==> src/rtl/instr_encoder_loader_pkg.sv <==
// MIPS field widths, format codes, common opcode/funct constants and loader states.
// No logic; shared by the loader, its field packer and program sources.
package instr_encoder_loader_pkg;
    localparam int OP_W    = 6;
    localparam int REG_W   = 5;
    localparam int SHAMT_W = 5;
    localparam int FUNCT_W = 6;
    localparam int IMM_W   = 16;
    localparam int TGT_W   = 26;

    localparam logic [1:0] FMT_R   = 2'b00;
    localparam logic [1:0] FMT_I   = 2'b01;
    localparam logic [1:0] FMT_J   = 2'b10;
    localparam logic [1:0] FMT_BAD = 2'b11;

    localparam logic [5:0] OP_RTYPE = 6'h00;
    localparam logic [5:0] OP_J     = 6'h02;
    localparam logic [5:0] OP_BEQ   = 6'h04;
    localparam logic [5:0] OP_ADDI  = 6'h08;
    localparam logic [5:0] OP_LW    = 6'h23;
    localparam logic [5:0] OP_SW    = 6'h2b;

    localparam logic [5:0] FN_ADD = 6'h20;
    localparam logic [5:0] FN_SUB = 6'h22;
    localparam logic [5:0] FN_AND = 6'h24;
    localparam logic [5:0] FN_OR  = 6'h25;
    localparam logic [5:0] FN_SLT = 6'h2a;

    typedef enum logic [1:0] {
        ST_IDLE = 2'd0,
        ST_LOAD = 2'd1,
        ST_FULL = 2'd2,
        ST_DONE = 2'd3
    } state_e;
endpackage

==> src/rtl/instr_encoder_loader_if.sv <==
// Field-set input handshake plus instruction-memory write port.
// master = program source, slave = loader.
interface instr_encoder_loader_if
    import instr_encoder_loader_pkg::*;
#(
    parameter int ADDR_W = 8
);
    logic               in_valid;
    logic               in_ready;
    logic [1:0]         fmt;
    logic [OP_W-1:0]    opcode;
    logic [REG_W-1:0]   rs;
    logic [REG_W-1:0]   rt;
    logic [REG_W-1:0]   rd;
    logic [SHAMT_W-1:0] shamt;
    logic [FUNCT_W-1:0] funct;
    logic [IMM_W-1:0]   imm;
    logic [TGT_W-1:0]   target;
    logic               mem_we;
    logic [ADDR_W-1:0]  mem_addr;
    logic [31:0]        mem_wdata;

    modport master (
        output in_valid, fmt, opcode, rs, rt, rd, shamt, funct, imm, target,
        input  in_ready, mem_we, mem_addr, mem_wdata
    );

    modport slave (
        input  in_valid, fmt, opcode, rs, rt, rd, shamt, funct, imm, target,
        output in_ready, mem_we, mem_addr, mem_wdata
    );
endinterface

==> src/rtl/instr_encoder_loader_packer.sv <==
// Packs fmt + MIPS fields into a 32-bit instruction word; flags fmt=11 as illegal.
// Purely combinational, zero latency; no backpressure.
module instr_encoder_loader_packer
    import instr_encoder_loader_pkg::*;
(
    input  logic [1:0]         fmt,
    input  logic [OP_W-1:0]    opcode,
    input  logic [REG_W-1:0]   rs,
    input  logic [REG_W-1:0]   rt,
    input  logic [REG_W-1:0]   rd,
    input  logic [SHAMT_W-1:0] shamt,
    input  logic [FUNCT_W-1:0] funct,
    input  logic [IMM_W-1:0]   imm,
    input  logic [TGT_W-1:0]   target,
    output logic [31:0]        word,
    output logic               legal
);
    always_comb begin
        word  = '0;
        legal = 1'b1;
        case (fmt)
            FMT_R:   word = {opcode, rs, rt, rd, shamt, funct};
            FMT_I:   word = {opcode, rs, rt, imm};
            FMT_J:   word = {opcode, target};
            default: legal = 1'b0;
        endcase
    end
endmodule

==> src/rtl/instr_encoder_loader.sv <==
// Packs field sets into MIPS words and streams them to instruction memory.
// Latency: transfer in cycle N -> registered write in cycle N+1; one word per cycle.
// Backpressure: in_ready only in LOAD; FULL/IDLE/DONE refuse input (valid while FULL sets err).
module instr_encoder_loader
    import instr_encoder_loader_pkg::*;
#(
    parameter int ADDR_W    = 8,
    parameter int DEPTH     = 256,
    parameter int BASE_ADDR = 0
) (
    input  logic                    clk,
    input  logic                    rst_n,
    input  logic                    start,
    input  logic                    finish,
    instr_encoder_loader_if.slave   bus,
    output logic [ADDR_W:0]         instr_cnt,
    output logic                    busy,
    output logic                    done,
    output logic                    err
);
    localparam logic [ADDR_W:0]   DEPTH_C = (ADDR_W+1)'(DEPTH);
    localparam logic [ADDR_W-1:0] BASE_C  = ADDR_W'(BASE_ADDR);

    state_e            state_q, state_d;
    logic [ADDR_W:0]   cnt_q, cnt_d;
    logic              err_q, err_d;
    logic              we_q, we_d;
    logic [ADDR_W-1:0] addr_q, addr_d;
    logic [31:0]       wdata_q, wdata_d;
    logic [31:0]       word;
    logic              legal;

    instr_encoder_loader_packer u_packer (
        .fmt    (bus.fmt),
        .opcode (bus.opcode),
        .rs     (bus.rs),
        .rt     (bus.rt),
        .rd     (bus.rd),
        .shamt  (bus.shamt),
        .funct  (bus.funct),
        .imm    (bus.imm),
        .target (bus.target),
        .word   (word),
        .legal  (legal)
    );

    always_comb begin
        state_d = state_q;
        cnt_d   = cnt_q;
        err_d   = err_q;
        we_d    = 1'b0;
        addr_d  = addr_q;
        wdata_d = wdata_q;
        // start overrides everything, including a same-cycle finish
        if (start) begin
            state_d = ST_LOAD;
            cnt_d   = '0;
            err_d   = 1'b0;
        end else begin
            case (state_q)
                ST_LOAD: begin
                    if (bus.in_valid) begin
                        if (legal) begin
                            we_d    = 1'b1;
                            addr_d  = BASE_C + cnt_q[ADDR_W-1:0];
                            wdata_d = word;
                            cnt_d   = cnt_q + 1'b1;
                        end else begin
                            err_d = 1'b1;
                        end
                    end
                    if (finish)
                        state_d = ST_DONE;
                    else if (cnt_d == DEPTH_C)
                        state_d = ST_FULL;
                end
                ST_FULL: begin
                    if (bus.in_valid)
                        err_d = 1'b1;
                    if (finish)
                        state_d = ST_DONE;
                end
                default: ;
            endcase
        end
    end

    always_ff @(posedge clk or negedge rst_n) begin
        if (!rst_n) begin
            state_q <= ST_IDLE;
            cnt_q   <= '0;
            err_q   <= 1'b0;
            we_q    <= 1'b0;
            addr_q  <= BASE_C;
            wdata_q <= '0;
        end else begin
            state_q <= state_d;
            cnt_q   <= cnt_d;
            err_q   <= err_d;
            we_q    <= we_d;
            addr_q  <= addr_d;
            wdata_q <= wdata_d;
        end
    end

    assign bus.in_ready  = (state_q == ST_LOAD);
    assign bus.mem_we    = we_q;
    assign bus.mem_addr  = addr_q;
    assign bus.mem_wdata = wdata_q;
    assign instr_cnt     = cnt_q;
    assign busy          = (state_q == ST_LOAD) || (state_q == ST_FULL);
    assign done          = (state_q == ST_DONE);
    assign err           = err_q;
endmodule
==> src/flat_wrapper.sv <==
// flat-port wrapper written by rule: the top's interface ports become plain ports
module instr_encoder_loader_flat import instr_encoder_loader_pkg::*;
#(
    parameter int ADDR_W    = 8,
    parameter int DEPTH     = 256,
    parameter int BASE_ADDR = 0
)
  (clk, rst_n, start, finish, instr_cnt, busy, done, err, bus_in_valid, bus_fmt, bus_opcode, bus_rs, bus_rt, bus_rd, bus_shamt, bus_funct, bus_imm, bus_target, bus_in_ready, bus_mem_we, bus_mem_addr, bus_mem_wdata);
  instr_encoder_loader_if #(.ADDR_W(ADDR_W)) bus_i ();
  input  logic clk;
  input  logic rst_n;
  input  logic start;
  input  logic finish;
  output logic [ADDR_W:0] instr_cnt;
  output logic busy;
  output logic done;
  output logic err;
  input wire logic [$bits(bus_i.in_valid)-1:0] bus_in_valid;
  input wire logic [$bits(bus_i.fmt)-1:0] bus_fmt;
  input wire logic [$bits(bus_i.opcode)-1:0] bus_opcode;
  input wire logic [$bits(bus_i.rs)-1:0] bus_rs;
  input wire logic [$bits(bus_i.rt)-1:0] bus_rt;
  input wire logic [$bits(bus_i.rd)-1:0] bus_rd;
  input wire logic [$bits(bus_i.shamt)-1:0] bus_shamt;
  input wire logic [$bits(bus_i.funct)-1:0] bus_funct;
  input wire logic [$bits(bus_i.imm)-1:0] bus_imm;
  input wire logic [$bits(bus_i.target)-1:0] bus_target;
  output wire logic [$bits(bus_i.in_ready)-1:0] bus_in_ready;
  output wire logic [$bits(bus_i.mem_we)-1:0] bus_mem_we;
  output wire logic [$bits(bus_i.mem_addr)-1:0] bus_mem_addr;
  output wire logic [$bits(bus_i.mem_wdata)-1:0] bus_mem_wdata;
  assign bus_i.in_valid = bus_in_valid;
  assign bus_i.fmt = bus_fmt;
  assign bus_i.opcode = bus_opcode;
  assign bus_i.rs = bus_rs;
  assign bus_i.rt = bus_rt;
  assign bus_i.rd = bus_rd;
  assign bus_i.shamt = bus_shamt;
  assign bus_i.funct = bus_funct;
  assign bus_i.imm = bus_imm;
  assign bus_i.target = bus_target;
  assign bus_in_ready = bus_i.in_ready;
  assign bus_mem_we = bus_i.mem_we;
  assign bus_mem_addr = bus_i.mem_addr;
  assign bus_mem_wdata = bus_i.mem_wdata;
  instr_encoder_loader #(.ADDR_W(ADDR_W), .DEPTH(DEPTH), .BASE_ADDR(BASE_ADDR)) u_core (.clk(clk), .rst_n(rst_n), .start(start), .finish(finish), .bus(bus_i), .instr_cnt(instr_cnt), .busy(busy), .done(done), .err(err));
endmodule
==> config.mk <==
export PLATFORM = sky130hd
export DESIGN_NAME = instr_encoder_loader_flat
export DESIGN_NICKNAME = d
export VERILOG_FILES = /design/src/rtl/instr_encoder_loader_pkg.sv /design/src/rtl/instr_encoder_loader_if.sv /design/src/rtl/instr_encoder_loader_packer.sv /design/src/rtl/instr_encoder_loader.sv /design/src/flat_wrapper.sv
export SDC_FILE = /design/constraint.sdc
export NUM_CORES = 1
export LEC_CHECK = 0
export CAP_MARGIN = 20
export CORE_MARGIN = 4
export CORE_UTILIZATION = 25
export DETAILED_ROUTE_END_ITERATION = 10
export GPL_ROUTABILITY_DRIVEN = 1
export PLACE_DENSITY = 0.62
export SYNTH_ARGS = -nofsm -noshare
export SYNTH_HDL_FRONTEND = slang
export SYNTH_SLANG_ARGS = --single-unit
==> constraint.sdc <==
create_clock -name clk -period 2 [get_ports clk]
set_clock_uncertainty 0.05 [all_clocks]
set_input_delay 0.5 -clock clk [delete_from_list [all_inputs] [get_ports clk]]
set_output_delay 0.5 -clock clk [all_outputs]
set_load 0.1 [all_outputs]
; ---- Word level (Yosys, flattened, before mapping)
; Cells that the tools add are included.
[classes]
reduce_logical = 8
n_eq_ne = 11
multipliers = 0
div = 0
n_addsub = 1
shifts = 0
n_mux = 22
order_cmp = 0
bitwise = 1
[ops]
columns = operator, n
row1 = case mux 32 bit (3 select lines), 1
row2 = 2-to-1 mux 9 bit, 6
row3 = "!= test 3 bit, second input constant", 4
row4 = "adder 9 x 1 -> 9 bit, second input constant", 1
row5 = "== test 9 bit, second input constant", 1
row6 = 2-to-1 mux 1 bit, 9
row7 = 2-to-1 mux 2 bit, 4
row8 = AND reduction 4 bit, 2
row9 = "== test 2 bit, second input constant", 3
row10 = "== test 2 x 1 -> 1 bit, second input constant", 2
row11 = "!= test 4 x 3 -> 1 bit, second input constant", 1
row12 = case mux 2 bit (2 select lines), 1
row13 = AND reduction 3 bit, 1
row14 = nonzero test 3 bit, 1
row15 = OR reduction 3 bit, 1
row16 = logical NOT 2 bit, 1
row17 = case mux 1 bit (2 select lines), 1
row18 = nonzero test 2 bit, 1
row19 = logical OR 1 bit, 1
row20 = NOT 1 bit, 1
[totals]
register_bits = 53
ram_bits = 0
latchBits = 0
mem_bits_ro = 0
memories = 0
output_inout_bits = 54

; ---- Longest topological paths before layout
; Gate-level depths: netlist of the first run.
[logic_depth]
depth_word = 12
ltp_mapped = 8
depth_no_buf = 6

; ---- Hierarchy
; A second synthesis of the first run with hierarchy kept.
[unflattened]
hier_cells = 302
area_unflattened_um2 = 2832.7
[modules_own_cells]
columns = module, cells_each, seq_area_each_um2, instances, area_per_inst_um2
row1 = instr_encoder_loader, 244, 1326.3, 1, 2318.5
row2 = instr_encoder_loader_packer, 58, 0.0, 1, 514.2

; ---- Worst setup path after synthesis of the first run
; No wires, ideal clock.
[synth_path]
kind = reg2reg
start = reg u_core.state_q[1]
end = reg u_core.addr_q[3], in the netlist u_core.bus.mem_addr[3]
slack_ns = -0.465
path_buffers = 1
path_stages_with_launch = 7
t_arrival_ns = 2.289
cell_sequence = dfrtp_1 inv_1 ha_1 nand2_1 nor2_2 buf_2 mux2_2
[synth_via]
elab_chain_len = 2
[synth_lines]
columns = element, line
row1 = from (decl), instr_encoder_loader.sv:24  ; state_e state_q, state_d;
row2 = from (signal assigned), instr_encoder_loader.sv:97  ; state_q <= state_d;
row3 = == test 2 x 1 -> 1 bit, n/a
row4 = named net bus_in_ready, flat_wrapper.sv:28  ; output wire logic [$bits(bus_i.in_ready)-1:0] bus_in_ready;
row5 = AND reduction 4 bit (no line), n/a
row6 = to (signal assigned), instr_encoder_loader.sv:101  ; addr_q <= addr_d;
row7 = to (decl), instr_encoder_loader.sv:28  ; logic [ADDR_W-1:0] addr_q, addr_d;
; The timed path passes the listed nets, and every way through them passes these cells.
; A chain may end at the register's enable or synchronous reset.

; ---- Final worst setup path of the first run
[layout_path]
start = in bus_fmt[1]
end = reg u_core.state_q[0]
[layout_via]
elab_chain_len = 10
elab_cells_between_ends = 12
classes_between = eq/ne: 4 / mux: 5 / reduce/logical: 3
[layout_lines]
columns = element, line
row1 = from (decl), flat_wrapper.sv:19  ; input wire logic [$bits(bus_i.fmt)-1:0] bus_fmt;
row2 = "== test 2 bit, or another cell as far along", instr_encoder_loader_packer.sv:21  ; case (fmt)
row3 = OR reduction 3 bit (no line) *, n/a
row4 = 2-to-1 mux 1 bit *, instr_encoder_loader_packer.sv:21
row5 = 2-to-1 mux 9 bit *, instr_encoder_loader.sv:63  ; if (legal) begin
row6 = 2-to-1 mux 9 bit *, instr_encoder_loader.sv:62  ; if (bus.in_valid) begin
row7 = 2-to-1 mux 9 bit *, instr_encoder_loader.sv:60  ; case (state_q)
row8 = 2-to-1 mux 9 bit *, instr_encoder_loader.sv:55  ; if (start) begin
row9 = == test 9 bit *, instr_encoder_loader.sv:74  ; else if (cnt_d == DEPTH_C)
row10 = != test 4 x 3 -> 1 bit (no line) *, n/a
row11 = AND reduction 3 bit (no line) *, n/a
; Mark *: on every way between the ends. The rest lies on a longest branch, timed or not. The select of a mux whose other input is x is not followed.

==> flow_summary.json, run 1 <==
{
  "status": "complete, no violations",
  "cp_max_fo": 4,
  "vias": 2465,
  "cts.path.max_buffers": 2,
  "finalHoldViolations": 0,
  "met1_usage_pct": 15.7,
  "ys_types": 36,
  "maxCapViolCount": 0,
  "timing.final.crit_share_pct": 97.5,
  "cellLeakagePower_nw": 2.10,
  "synth.cell_area_um2": 2700,
  "area_delta_synth_final_pct": 82.9,
  "synth-seq-cells": 53,
  "postRouteAntennaNets": 0,
  "grt_pass1_vias": 2486,
  "detail_route.first_pass.iterations": 4,
  "synth_area_leader_cell": "dfrtp_1",
  "power_w": 0.00454,
  "peakVddDrop_uv": 461,
  "clkTransAtPathRegs_ns": 0.10,
  "n_fill_cell": 978,
  "gr-total-overflow": 0,
  "rsz0062_at_grt": "true",
  "grt_start_max_net_pins": 54,
  "r2r_start": "u_core.instr_cnt[1]",
  "grt.busiest_layer": "met2",
  "synthCells": 275,
  "antenna_found_initial": 0,
  "fmax_mhz": 513,
  "clock_latency_ns": 0.30,
  "synthTopCellsByArea": "dfrtp_1 (49%), a21oi_1 (10%), nor2_1 (7.4%)",
  "ios": 135,
  "cts_tree": "yes",
  "coreArea_um2": 10400,
  "htreeDepth": 2,
  "portBuffers": 134,
  "fin_crit_ns": 1.95,
  "globalplace.congestion": 0.840,
  "nets": 496,
  "synth.top_cell.area_share_pct": 49.2,
  "die_w_um": 112,
  "grt_pass1_wl_um": 13100,
  "startpoint": "bus_fmt[1]",
  "cts_sinks": 53,
  "drive_gt1_share_pct": 24.3,
  "power-per-cell-area_nw_per_um2": 920,
  "rows": 37,
  "diodes": 0,
  "hpwl_um": 6180,
  "synth_nets": 360,
  "synth_warnings": 0,
  "worstPathArrival_ns": 2.09,
  "synth_edf_count": 0,
  "required_ns": 2.14,
  "die_h_um": 112,
  "hp-class": "input port to asynchronous set/reset pin",
  "worstSetupPathType": "input port to flop",
  "wl_um": 8140,
  "postSynthAreaPerCell_um2": 9.80,
  "initial_core_util_pct": 25.9,
  "cts_root_buffer": "clkbuf_8",
  "drcViolationCount": 0,
  "synthArstFlopShare_pct": 100,
  "timing.final.max_slew_violations": 0,
  "track_usage_pct": 12.8,
  "wire_per_inst_um": 14.9,
  "met3_usage_pct": 3.97,
  "use_met2_pct": 22.4,
  "setup_viol": 0,
  "fin_util_pct": 47.4,
  "drt-initial-drc-count": 110,
  "die_area_um2": 12500,
  "relSlewSlack_pct": 77.2,
  "ys_seq_area_share_pct": 49.2,
  "worstMarginPinSlew_ns": 0.342,
  "start_kind": "input port",
  "endpoint_kind": "flop",
  "synth_top_flop_cell": "dfrtp_1",
  "cts-buffers-inserted": 5,
  "routed_via_density": 4.50
}
-- worst max-delay path, stage by stage --
cell	delay, ns
clkdlybuf4s50_1	0.57
a21boi_2	0.11
a2111oi_1	0.41
a41o_1	0.15
o2111ai_1	0.14
a21o_1	0.21
-- Yosys cell counts (all sizes together) (4+ instances only) --
master and number:
inv 4, xor2 7, mux2i 17, a21oi 54
nor2 54, buf 15, nand2 6, clkbuf 5
dfrtp 53, mux2 14, nand3 6, nor2b 11
nor3 4, ha 4
-- layout make-up --
cell class | instances | area, um^2 | area share [%]
clock inverters | 3 | 17.5 | 0.355
inverters | 4 | 15.0 | 0.304
clock buffers | 5 | 68.8 | 1.40
flip-flops and latches | 53 | 1340 | 27.1
repair buffers | 149 | 2060 | 41.7
well taps | 136 | 170 | 3.45
multi-input cells | 198 | 1270 | 25.7
-- routing by layer --
metal,part of all wire (%),vias to the layer above
met4,0.47,0
met3,8.4,5
li1,-,1209
met2,50,111
met5,0,-
met1,41,1140
-- where the power goes --
part           leakage, nW  internal, W  switching [W]  total (W)
clock network       0.0439     0.000243       0.000363   0.000606
logic                 1.41     0.000949        0.00158    0.00252
registers            0.639      0.00124       0.000173    0.00141
-- per-stage QoR --
stage	setup TNS, ns	setup WS, ns	cells	cell area (um^2)	hold WS [ns]
after CTS	0	0.0462	548	4920	0.132
after floorplan	0	0.0225	275	2720	0.154
after detailed placement	-9.49	-0.258	540	4830	0.474
after global routing	-0.0108	-0.00800	548	4930	0.133
after global placement	-7.94	-0.223	540	4830	0.475
final	0	0.0500	548	4930	0.124
-- layout by cell type (no fill, tap or decap), types with 4 or more instances in the layout --
master / count
a21oi_1: 54
buf_12: 59
buf_4: 9
clkbuf_8: 5
clkdlybuf4s50_1: 79
dfrtp_1: 46
dfrtp_2: 7
inv_1: 4
mux2_1: 7
mux2_2: 7
mux2i_1: 17
nand2_1: 6
nand3_1: 6
nor2_1: 53
nor2b_1: 10
xor2_1: 7
-- logic make-up (layout without fill, tap and decap cells) --
family                   count (synthesis)  after routing  share of synthesized area [%]
AO/OA/AOI/OAI                           66             66                           13.9
XOR/XNOR                                10             10                           3.25
adder cells (fa/ha/maj)                  4              4                           1.86
buffers and inverters                   24            161                           4.73
flip-flops                              53             53                           49.2
multiplexers                            31             31                           12.2
AND/OR/NAND/NOR                         87             87                           14.9
-- sequential cells by signal, summed over array words and instances (netlist names) --
name                  flops
u_core.instr_cnt          9
u_core.state_q            2
u_core.bus.mem_wdata     32
u_core.err                1
u_core.bus.mem_we         1
u_core.bus.mem_addr       8
-- timing repair --
action	CTS	global route
endpoints found under the setup margin	0	3
buffers inserted	0	0
hold buffers	0	0
resized for setup	0	3
-- path summary, 6_finish.rpt --
kind	cells after the start	slack, ns	endpoint
max in group asynchronous	2	1.49	u_core.instr_cnt[7]
min in group clk	1	0.52	u_core.bus.mem_wdata[31]
max	6	0.05	u_core.state_q[0]
max reg2reg	5	0.20	u_core.state_q[0]
min	2	0.12	u_core.bus.mem_wdata[10]
min reg2reg	1	0.52	u_core.bus.mem_wdata[31]
Note: power is estimated with default switching activity, not from simulation.
==> inputs of run 2 (changes only) <==
--- a/config.mk
+++ b/config.mk
@@ -11,6 +11,7 @@
 export DETAILED_ROUTE_END_ITERATION = 10
 export GPL_ROUTABILITY_DRIVEN = 1
 export PLACE_DENSITY = 0.62
+export SLEW_MARGIN = 20
 export SYNTH_ARGS = -nofsm -noshare
 export SYNTH_HDL_FRONTEND = slang
 export SYNTH_SLANG_ARGS = --single-unit
==> constraint.sdc (replaced) <==
create_clock -name clk -period 2.4 [get_ports clk]
set_clock_uncertainty 0.05 [all_clocks]
set_input_delay 0.6 -clock clk [delete_from_list [all_inputs] [get_ports clk]]
set_output_delay 0.6 -clock clk [all_outputs]
set_load 0.1 [all_outputs]
==> flow_summary.json, run 2 (same netlist as run 1, synthesis figures left out) <==
{
  "antenna_found_initial": 0,
  "power-per-cell-area_nw_per_um2": 790,
  "cts_sinks": 53,
  "crit_chain": "clkdlybuf4s50_1 -> a21boi_2 -> a2111oi_0 -> a41o_1 -> o2111ai_1 -> a21o_1",
  "worstPathArrival_ns": 2.32,
  "hpwl_um": 6020,
  "cpPeakStageDelay_ns": 0.62,
  "maxCapViolCount": 0,
  "power_w": 0.00333,
  "rows": 37,
  "worstSetupPathType": "input port to flop",
  "n_fill_cell": 1052,
  "cts.repair.resized": 0,
  "grt_pass1_wl_um": 12900,
  "fin_util_pct": 40.5,
  "grt_start_max_net_pins": 44,
  "die_area_um2": 12500,
  "critPathBufInv": 1,
  "diodes": 0,
  "largest_register_ffs": 32,
  "cts_setup_buffers": 0,
  "portBuffers": 134,
  "ios": 135,
  "peakVddDrop_uv": 408,
  "clkTransAtPathRegs_ns": 0.10,
  "cts.path.max_buffers": 2,
  "crit_family": "compound AO/OA/AOI/OAI gates",
  "wire_per_inst_um": 14.8,
  "regArea_um2": 1330,
  "rsz0062_at_grt": "false",
  "fin_crit_ns": 2.16,
  "initial_core_util_pct": 25.9,
  "setup_viol": 0,
  "hp-class": "input port to asynchronous set/reset pin",
  "timing.hold.ws_ns": 0.322,
  "postRouteAntennaNets": 0,
  "timing.final.crit_share_pct": 90.1,
  "clock_latency_ns": 0.30,
  "fmax_mhz": 463,
  "wl_um": 8030,
  "status": "complete, no violations",
  "grt_pass1_vias": 2533,
  "coreArea_um2": 10400,
  "track_usage_pct": 12.4,
  "cts-buffers-inserted": 5,
  "routed_via_density": 4.51,
  "die_w_um": 112,
  "drive_gt1_share_pct": 21.6,
  "vias": 2452,
  "cts_tree": "yes",
  "gr-total-overflow": 0,
  "timing.final.ws_setup_ns": 0.238,
  "setup_tns_ns": 0,
  "area_delta_synth_final_pct": 56.6,
  "drcViolationCount": 0,
  "endpoint_kind": "flop",
  "worstMarginPinSlew_ns": 0.796,
  "htreeDepth": 2,
  "die_h_um": 112,
  "required_ns": 2.56,
  "holdBufCountCts": 0,
  "crit_slowest_cell": "clkdlybuf4s50_1",
  "multi_input_area_um2": 1260,
  "layout_commonest_cell": "clkdlybuf4s50_1",
  "timing.final.max_slew_violations": 0,
  "relSlewSlack_pct": 46.9,
  "start_kind": "input port",
  "globalplace.congestion": 0.837,
  "dpl_worst_slack_ns": -0.228,
  "cts_root_buffer": "clkbuf_8",
  "drt-initial-drc-count": 87,
  "final_cell_mix": "clkdlybuf4s50_1 (79), buf_4 (58), a21oi_1 (54), nor2_1 (53), dfrtp_1 (53)",
  "cp_max_fo": 5,
  "nets": 492,
  "detail_route.first_pass.iterations": 4,
  "finalHoldViolations": 0,
  "cellLeakagePower_nw": 1.87
}
-- run 2: metal layers --
metal	global-route usage [%]	vias up	routed length, um
met5	0	-	0
met4	2.43	0	48
met3	3.70	8	592
met2	20.9	91	3870
met1	15.7	1154	3520
li1	-	1199	-
-- run 2: power breakdown --
group	switching [W]	total, W	internal, W
logic	0.00130	0.00173	0.000431
clock network	0.000290	0.000494	0.000203
registers	0.0000816	0.00111	0.00103
-- run 2: path summary, 6_finish.rpt --
path                                                from  slack (ns)  cells past startpoint                        to
max in group asynchronous                          rst_n        1.39                      2         u_core.state_q[1]
worst min register to register  u_core.bus.mem_wdata[29]        0.45                      1  u_core.bus.mem_wdata[29]
min in group clk                u_core.bus.mem_wdata[29]        0.45                      1  u_core.bus.mem_wdata[29]
worst max register to register       u_core.instr_cnt[0]        0.51                      5         u_core.state_q[0]
worst max-delay path                          bus_fmt[0]        0.24                      6         u_core.state_q[0]
worst min-delay path                               rst_n        0.32                      1  u_core.bus.mem_wdata[15]
-- run 2: cell type report --
| type | count | share of cell area (%) |
|---|---|---|
| well taps | 136 | 4.03 |
| clock buffers | 6 | 1.72 |
| clock inverters | 2 | 0.237 |
| flip-flops and latches | 53 | 31.4 |
| repair buffers | 145 | 32.5 |
| multi-input cells | 198 | 29.8 |
| inverters | 4 | 0.356 |
-- run 2: worst reg2reg max path: cells and delay by family, from the launching register on --
kind | cells | cell delay [ns]
compound gates | 4 | 0.93
flops | 1 | 0.50
fa+ha+maj | 1 | 0.31
-- run 2: per-stage QoR --
| step | std cells | area (um^2) |
|---|---|---|
| finish | 544 | 4220 |
| global route | 544 | 4220 |
| CTS | 544 | 4220 |
| detailed placement | 536 | 4140 |
| global placement | 536 | 4140 |
| floorplan | 275 | 2700 |
==> variant, RTL diff (settings of run 1) <==
`ADDR_W` is set to 8 in 3 places; all go to 7.
--- a/src/rtl/instr_encoder_loader_if.sv
+++ b/src/rtl/instr_encoder_loader_if.sv
@@ -3,7 +3,7 @@
 interface instr_encoder_loader_if
     import instr_encoder_loader_pkg::*;
 #(
-    parameter int ADDR_W = 8
+    parameter int ADDR_W = 7
 );
     logic               in_valid;
     logic               in_ready;
--- a/src/rtl/instr_encoder_loader.sv
+++ b/src/rtl/instr_encoder_loader.sv
@@ -4,7 +4,7 @@
 module instr_encoder_loader
     import instr_encoder_loader_pkg::*;
 #(
-    parameter int ADDR_W    = 8,
+    parameter int ADDR_W    = 7,
     parameter int DEPTH     = 256,
     parameter int BASE_ADDR = 0
 ) (
--- a/src/flat_wrapper.sv
+++ b/src/flat_wrapper.sv
@@ -1,7 +1,7 @@
 // flat-port wrapper written by rule: the top's interface ports become plain ports
 module instr_encoder_loader_flat import instr_encoder_loader_pkg::*;
 #(
-    parameter int ADDR_W    = 8,
+    parameter int ADDR_W    = 7,
     parameter int DEPTH     = 256,
     parameter int BASE_ADDR = 0
 )
Ports: changed (resized bus_mem_addr and instr_cnt); port bits go from 135 to 133. No check against the original RTL was run, so the function may have changed too.
==> variant against run 1 <==
Routed wire length is 4.6% lower. Sequential cell count is 2 lower. Design area is 2.4% lower. Area after synthesis is 3.6% lower. Utilization is 1.0 points higher. Global-route usage is 0.30 points lower. Worst setup slack better by 0.012 ns. Critical endpoint is now u_core.instr_cnt[7]$_DFFE_PN0P_. Largest cell class unchanged.
Power is not compared: it rests on default switching activity, and its combinational part moved more than twofold at a synthesized area within 25%.
==> variant: results (changes against run 1) <==
- Post-synthesis compound-gate area fraction: 13.7% (was 13.9%)
- Crit path capture: u_core.instr_cnt[7]$_DFFE_PN0P_ (was u_core.state_q[0]$_DFFE_PN0P_)
- Synth area leaders: dfrtp_1, a21oi_1, nor2_1 (unchanged)
- Detailed Route Iter0 Violations: 76 (was 110)
- CP Data Arrival Time: 2.12 ns (was 2.09 ns)
- Tcrit/Tclk final: 96.9% (was 97.5%)
- Antenna violations before repair: 1 (was 0)
- Synth Area in Adders: 1.93% (was 1.86%)
- Synth cell count leaders: a21oi_1, nor2_1, dfrtp_1 (was a21oi_1, dfrtp_1, nor2_1)
- Worst Reg-to-Reg Cells: 8 (was 5)
- Post-synth top area share: 49.1% (was 49.2%)
- Sequential area share after synthesis: 49.1% (was 49.2%)
- Drt wl/cell: 14.5 µm (was 14.9 µm)
- Outcome: finished clean (unchanged)
- DP Worst Slack: -0.244 ns (was -0.258 ns)
- First-pass GRT wire length: 11900 µm (was 13100 µm)
- Placed cell area: 4710 µm² (was 4830 µm²)
- Post-Syn Nets: 354 (was 360)
- CP max FO: 5 (was 4)
- Critical Path Source: bus_in_valid (was bus_fmt[1])
- Reg2Reg Setup Slack: 0.28 ns (was 0.20 ns)
- All-Layer GR Usage: 12.5% (was 12.8%)
- Largest net degree at the start of global routing: 52 (was 54)
- Final net count: 488 (was 496)
- IO buf count: 132 (was 134)
- Vias in the first global route: 2388 (was 2486)
- Share of cells above drive strength 1: 24.3% (about the same)
- Multiplexer share of the synthesized area: 11.8% (was 12.2%)
- RR Endpoint: u_core.bus.mem_wdata[2]$_DFFE_PN0P_ (was u_core.state_q[0]$_DFFE_PN0P_)
## variant: cell count changes after synthesis, sizes merged, moves of 2 or more
cell / before / now
buf: 15 / 12
clkbuf: 5 / 7
dfrtp: 53 / 51
nand2: 6 / 9
nand3: 6 / 1
nand4: 2 / 6
nor3: 4 / 1
## variant: metrics by stage
| step | TNS [ns] | hold slack (ns) | instances |
|---|---|---|---|
| global placement | -6.83 | 0.466 | 529 |
| detailed placement | -8.05 | 0.470 | 529 |
| floorplan | 0 | 0.154 | 269 |
| finish | 0 | 0.124 | 537 |
| global route | 0 | 0.142 | 537 |
| CTS | 0 | 0.134 | 537 |
## variant: critical path, stage by stage
cell and delay (ns):
clkdlybuf4s50_1 0.48, a21boi_4 0.23, and4_4 0.29, nand4_4 0.10
or3_1 0.35, a21oi_1 0.16
## variant: cells by family (layout without fill, tap and decap cells)
kind of cell    count (synthesis)  in the layout
simple gates                   88             88
compound gates                 64             64
flops                          51             51
mux                            29             29
buf+inv                        23            158
xor+xnor                       10             10
fa+ha+maj                       4              4
## variant: layer usage
layer,track usage (%),vias up,part of all wire [%]
li1,-,1182,-
met1,14.9,1111,41
met2,22.0,85,48
met3,4.70,4,11
met4,1.07,2,0.21
met5,0,-,0.10
## variant: layout make-up
type | count | area [µm²]
fill | 900 | 5140
multi-input combinational | 195 | 1240
timing repair buffer | 146 | 2000
clock buffer | 7 | 76.3
clock inverter | 1 | 30.0
sequential | 51 | 1280
tap | 133 | 166
inverter | 4 | 15.0
## variant: power groups by stage
stage | clock network [mW] | logic [mW] | registers (mW)
2_1_floorplan | 0 | 0.879 | 4.21
3_3_place_gp | 0 | 5.53 | 1.82
3_5_place_dp | 0 | 5.57 | 1.84
4_1_cts | 0.750 | 5.57 | 1.82
5_1_grt | 0.791 | 5.69 | 1.86
6_report | 0.715 | 5.53 | 1.81
